<file path="config.mk">
export PLATFORM = sky130hd
export DESIGN_NAME = exec_trace_buffer
export DESIGN_NICKNAME = d
export VERILOG_FILES = /design/src/rtl/exec_trace_buffer.sv
export SDC_FILE = /design/constraint.sdc
export NUM_CORES = 1
export LEC_CHECK = 0
export CORE_UTILIZATION = 62
export CTS_CLUSTER_SIZE = 40
export DETAILED_ROUTE_END_ITERATION = 8
export PLACE_DENSITY = 0.84
export SYNTH_ARGS = -nofsm -noshare
export SYNTH_HDL_FRONTEND = slang
export SYNTH_SLANG_ARGS = --single-unit
</file>
<file path="constraint.sdc">
create_clock -name clk -period 13.7 [get_ports clk]
set_clock_uncertainty 0.2 [all_clocks]
set_input_delay 2.74 -clock clk [delete_from_list [all_inputs] [get_ports clk]]
set_output_delay 2.74 -clock clk [all_outputs]
set_load 0.005 [all_outputs]
</file>
<file path="src/rtl/exec_trace_buffer.sv">
// Execution trace buffer: captures (pc, instr, status) per retired instruction
// into a circular buffer, freezes on stop/trigger/full, then drains oldest-first.
// Ports: clk, reset (sync, active-high), arm/stop control, cap_* capture bus,
// trig_en/trig_pc trigger, state/count/wrapped status, rd_valid/rd_ready/rd_data drain.
// Optional macro TRACE_CYCLE_STAMP_EN adds a 32-bit cycle stamp in the top bits of each entry.
module exec_trace_buffer #(
  parameter int ADDR_W    = 32,
  parameter int INSTR_W   = 32,
  parameter int STAT_W    = 3,
  parameter int DEPTH     = 8,
  parameter int PTR_W     = 3,
  parameter int WRAP_MODE = 0,
`ifdef TRACE_CYCLE_STAMP_EN
  localparam int ENTRY_W  = ADDR_W + INSTR_W + STAT_W + 32
`else
  localparam int ENTRY_W  = ADDR_W + INSTR_W + STAT_W
`endif
) (
  input  logic               clk,
  input  logic               reset,
  input  logic               arm,
  input  logic               stop,
  input  logic               cap_valid,
  input  logic [ADDR_W-1:0]  cap_pc,
  input  logic [INSTR_W-1:0] cap_instr,
  input  logic [STAT_W-1:0]  cap_status,
  input  logic               trig_en,
  input  logic [ADDR_W-1:0]  trig_pc,
  output logic [1:0]         state,
  output logic [PTR_W:0]     count,
  output logic               wrapped,
  output logic               rd_valid,
  input  logic               rd_ready,
  output logic [ENTRY_W-1:0] rd_data
);

  typedef enum logic [1:0] {
    S_IDLE    = 2'd0,
    S_CAPTURE = 2'd1,
    S_DRAIN   = 2'd2
  } state_t;

  localparam logic [PTR_W:0] FULL = (PTR_W+1)'(DEPTH);

  state_t             state_q, state_d;
  logic [PTR_W:0]     count_q, count_d;
  logic [PTR_W:0]     rem_q, rem_d;
  logic [PTR_W-1:0]   wptr_q, wptr_d;
  logic [PTR_W-1:0]   rptr_q, rptr_d;
  logic               wrapped_q, wrapped_d;
  logic               we;
  logic               freeze;
  logic               hit;
  logic [ENTRY_W-1:0] entry;
  logic [ENTRY_W-1:0] mem_q [DEPTH];

`ifdef TRACE_CYCLE_STAMP_EN
  logic [31:0] cyc_q;

  always_ff @(posedge clk) begin
    if (reset) cyc_q <= '0;
    else       cyc_q <= cyc_q + 32'd1;
  end

  assign entry = {cyc_q, cap_status, cap_instr, cap_pc};
`else
  assign entry = {cap_status, cap_instr, cap_pc};
`endif

  assign hit = cap_valid & trig_en & (cap_pc == trig_pc);

  always_comb begin
    state_d   = state_q;
    count_d   = count_q;
    rem_d     = rem_q;
    wptr_d    = wptr_q;
    rptr_d    = rptr_q;
    wrapped_d = wrapped_q;
    we        = 1'b0;
    freeze    = 1'b0;
    unique case (state_q)
      S_IDLE: begin
        if (arm) begin
          state_d   = S_CAPTURE;
          count_d   = '0;
          wptr_d    = '0;
          wrapped_d = 1'b0;
        end
      end
      S_CAPTURE: begin
        if (arm) begin
          count_d   = '0;
          wptr_d    = '0;
          wrapped_d = 1'b0;
        end else begin
          if (cap_valid) begin
            we     = 1'b1;
            wptr_d = wptr_q + PTR_W'(1);
            // A write into a full ring overwrites the oldest entry.
            if (count_q != FULL) count_d = count_q + (PTR_W+1)'(1);
            else if (WRAP_MODE != 0) wrapped_d = 1'b1;
          end
          freeze = stop | hit |
                   ((WRAP_MODE == 0) & cap_valid & (count_d == FULL));
          if (freeze) begin
            state_d = (count_d == '0) ? S_IDLE : S_DRAIN;
            // Oldest entry sits at the write pointer once the ring wrapped.
            rptr_d  = wrapped_d ? wptr_d : '0;
            rem_d   = count_d;
          end
        end
      end
      S_DRAIN: begin
        if (arm) begin
          state_d   = S_CAPTURE;
          count_d   = '0;
          wptr_d    = '0;
          wrapped_d = 1'b0;
          rem_d     = '0;
        end else if (rd_valid && rd_ready) begin
          rptr_d = rptr_q + PTR_W'(1);
          rem_d  = rem_q - (PTR_W+1)'(1);
          if (rem_q == (PTR_W+1)'(1)) state_d = S_IDLE;
        end
      end
      default: state_d = S_IDLE;
    endcase
  end

  always_ff @(posedge clk) begin
    if (reset) begin
      state_q   <= S_IDLE;
      count_q   <= '0;
      rem_q     <= '0;
      wptr_q    <= '0;
      rptr_q    <= '0;
      wrapped_q <= 1'b0;
    end else begin
      state_q   <= state_d;
      count_q   <= count_d;
      rem_q     <= rem_d;
      wptr_q    <= wptr_d;
      rptr_q    <= rptr_d;
      wrapped_q <= wrapped_d;
    end
  end

  always_ff @(posedge clk) begin
    if (!reset && we) mem_q[wptr_q] <= entry;
  end

  assign state    = state_q;
  assign count    = count_q;
  assign wrapped  = wrapped_q;
  assign rd_valid = (state_q == S_DRAIN) && (rem_q != '0);
  assign rd_data  = mem_q[rptr_q];

endmodule

</file>
==> results.tsv <==
stage	metric	value	unit
hold_path	min-delay src	rptr_q[0]$_SDFFE_PP0P_	
detailed_routing	DR vias/cell	6.30	
placed_design	Final HPWL DP	24.1	mm
critical_path	Worst EP arrival	4410	ps
cts	post_cts resized	0	
critical_path	crit end category	output pin	
cts	TritonCTS clock tree	done	
placed_design	port bufs	179	
power_and_ir_drop	Pwr Density	129	nW/um^2
grt	pin count of the biggest net entering global routing	70	
logic_synthesis	number of library cell types mapped by synthesis	52	
finish	Reg area	16500	um^2
sta	RSZ-0062 raised after global routing	false	
cts	hold buffers post-CTS	0	
cts	Clock Sinks	555	
logic_synthesis	syn_nets	1093	
logic_synthesis	register area share after synthesis	0.735	
finish	commonest non-fill, non-tap cell in the layout	edfxtp_1	
detailed_routing	Post-route DRC	0	
logic_synthesis	Post-Syn Area	22400	um^2
cts	Skew-Pair Late Insertion Delay	570	ps
critical_path	WP data required	10760	ps
sta	Final Max Slew Viols	0	
hold_path	Hold Crit Class	flop to flop	
cts	largest buffer count on any clock path	3	
detailed_routing	drt total wl	44.2	mm
power_and_ir_drop	VDD IR-drop max	134	uV
critical_path	Crit Path Class	flop to output pin	
job	max_cap viols	0	
sta	max_slew headroom	0.246	
floorplanning	Ports	181	
floorplanning	# rows	69	
detailed_routing	vias	10605	
sta	Worst Tran Pin Value	1130	ps
finish	Final #Nets	1292	
sta	worst hold slack	332	ps
power_and_ir_drop	Leakage	0.00816	uW
logic_synthesis	Avg Cell Area, Syn	22.9	um^2
grt	remaining global-route overflow	0	
critical_path	worst r2r dst	mem_q[0][51]$_DFFE_PP_	
hold_path	hold depth	2	
finish	multi-input logic area	5410	um^2
sta	final worst path period need	7350	ps
floorplanning	die area	36900	um^2
logic_synthesis	Seq cells post-synth	555	
floorplanning	Die Width	192	um
critical_path	FF-to-FF setup slack	10060	ps
critical_path	r2r startpoint	state[0]$_SDFFE_PP0P_	
critical_path	critical path fanouts, max	66	
grt	antenna violations before repair	4	
logic_synthesis	Synth Flop Type	edfxtp_1	
logic_synthesis	Post-synth EDFFs	536	
logic_synthesis	synth warn	0	
sta	period utilisation layout	0.536	
detailed_routing	WL/cell	26.3	um
cts	# Post-CTS Setup Buffers	0	
detailed_routing	DRT iter0 DRCs	818	
critical_path	Worst setup SP type	flop	
detailed_routing	first drt pass iteration count	5	
grt	number of global-route vias before repair	10781	
hold_path	hold path endpoint	rptr_q[0]$_SDFFE_PP0P_	
critical_path	worst reg2reg path depth	5	
grt	first-pass GRT wire length	64.3	mm
floorplanning	placeable core area	35600	um^2
cts	clock slew at reported path FFs	60	ps
logic_synthesis	FFs w/ async S/R, synth	0	
sta	total negative slack	0	ps
floorplanning	Initial Util	0.630	
finish	fraction of layout cells with a size suffix above 1	0.166	
sta	# setup viols final	0	
finish	most frequent cells in the layout	536 x edfxtp_1, 179 x clkdlybuf4s50_1, 104 x mux4_1	
cts	H-tree depth reported by CTS	2	
floorplanning	die height	192	um
detailed_routing	Routed Antenna Nets	0	
finish	Layout area overhead	16.2	%
logic_synthesis	Gate Count Post-Synth	980	
grt	GR Util All Layers	0.243	
placed_design	gp weighted congestion	0.857	
sta	Peak Freq	136	MHz
status	outcome	finished clean	
cts	TritonCTS Buffers	52	
cts	root buffer cell	clkbuf_16	
sta	final hold violations	0	
finish	Layout fillers	1983	
-- power breakdown --
part / switching [uW] / internal (uW) / leakage [uW]
Sequential: 2.09 / 1860 / 0.00497
Combinational: 47.8 / 44.3 / 0.00237
Clock: 586 / 816 / 0.000813
-- critical path, stage by stage, from the launching register on --
cell and delay (ps):
dfxtp_4 550, buf_4 760, buf_4 970, mux4_1 690, mux2_2 310, clkdlybuf4s50_1 460
-- metal layers --
metal  vias to the layer above  GRT usage  part of all wire  wire length, um
met5                         -          0           0.00029               13
met1                      5535      0.322              0.40            17500
met3                        68     0.0449             0.069             3050
li1                       4606          -                 -                -
met4                         2     0.0787             0.026             1130
met2                       394      0.412              0.51            22500
-- cell type report --
| class | instances | area share |
|---|---|---|
| Clock inverter | 32 | 0.0116 |
| Timing Repair Buffer | 191 | 0.0723 |
| Antenna cell | 3 | 0.000288 |
| Sequential cell | 555 | 0.633 |
| Multi-Input combinational cell | 374 | 0.208 |
| Clock buffer | 61 | 0.0521 |
| Tap cell | 461 | 0.0222 |
| Inverter | 5 | 0.000721 |
-- worst max-delay path by stage --
stage	to	slack, ps	cells after the start
after floorplan	mem_q[0][0]$_DFFE_PP_	4970	5
after global placement	rd_data[47]	6950	5
after detailed placement	rd_data[39]	6880	5
after CTS	rd_data[2]	6210	5
after global routing	rd_data[39]	6130	5
final	rd_data[39]	6350	5
-- synth_stat cells (all sizes together) (2+ instances only) --
| master | n | area, um^2 |
|---|---|---|
| a22oi | 7 | 52.6 |
| clkbuf | 26 | 288 |
| nand2 | 11 | 43.8 |
| nand3 | 3 | 15.0 |
| nor2 | 26 | 97.6 |
| and2 | 3 | 18.8 |
| xor2 | 3 | 26.3 |
| ha | 7 | 87.6 |
| o21ai | 9 | 45.0 |
| a22o | 2 | 17.5 |
| a211oi | 2 | 20.0 |
| nand2b | 8 | 52.6 |
| dfxtp | 19 | 380 |
| nor3 | 14 | 81.3 |
| mux2 | 68 | 766 |
| o31ai | 4 | 45.1 |
| inv | 5 | 18.8 |
| a21oi | 9 | 45.0 |
| buf | 20 | 268 |
| mux4 | 134 | 3410 |
| a21boi | 3 | 22.5 |
| a31oi | 4 | 31.3 |
| edfxtp | 536 | 16100 |
| xnor2 | 34 | 298 |
| nand4 | 10 | 62.6 |
-- sequential cells by signal, summed over array words and instances, names as in the netlist, named ones only --
name    cells
mem_q     536
wptr_q      3
state       2
count       4
rem_q       4
rptr_q      3
-- kinds of logic after synthesis --
kind of cell,after synthesis,synth area share
AOI/OAI and AO/OA,49,0.0163
xor gates and xnor gates,37,0.0145
adders and majority gates,7,0.00391
buffers and inverters,51,0.0256
DFF,555,0.735
muxes,202,0.186
other,1,0.000167
and+or+nand+nor,78,0.0179
-- through the flow --
step	util	cells	power [uW]	setup slack (ps)	instance area, um^2
after floorplan	-	980	1930	4970	22400
after detailed placement	0.685	1586	1990	6880	24400
after global placement	0.685	1586	1990	6950	24400
final	0.732	1682	3360	6350	26000
after CTS	0.732	1679	3380	6210	26000
after global routing	0.732	1680	3450	6130	26000
Note: power is estimated with default switching activity, not from simulation.
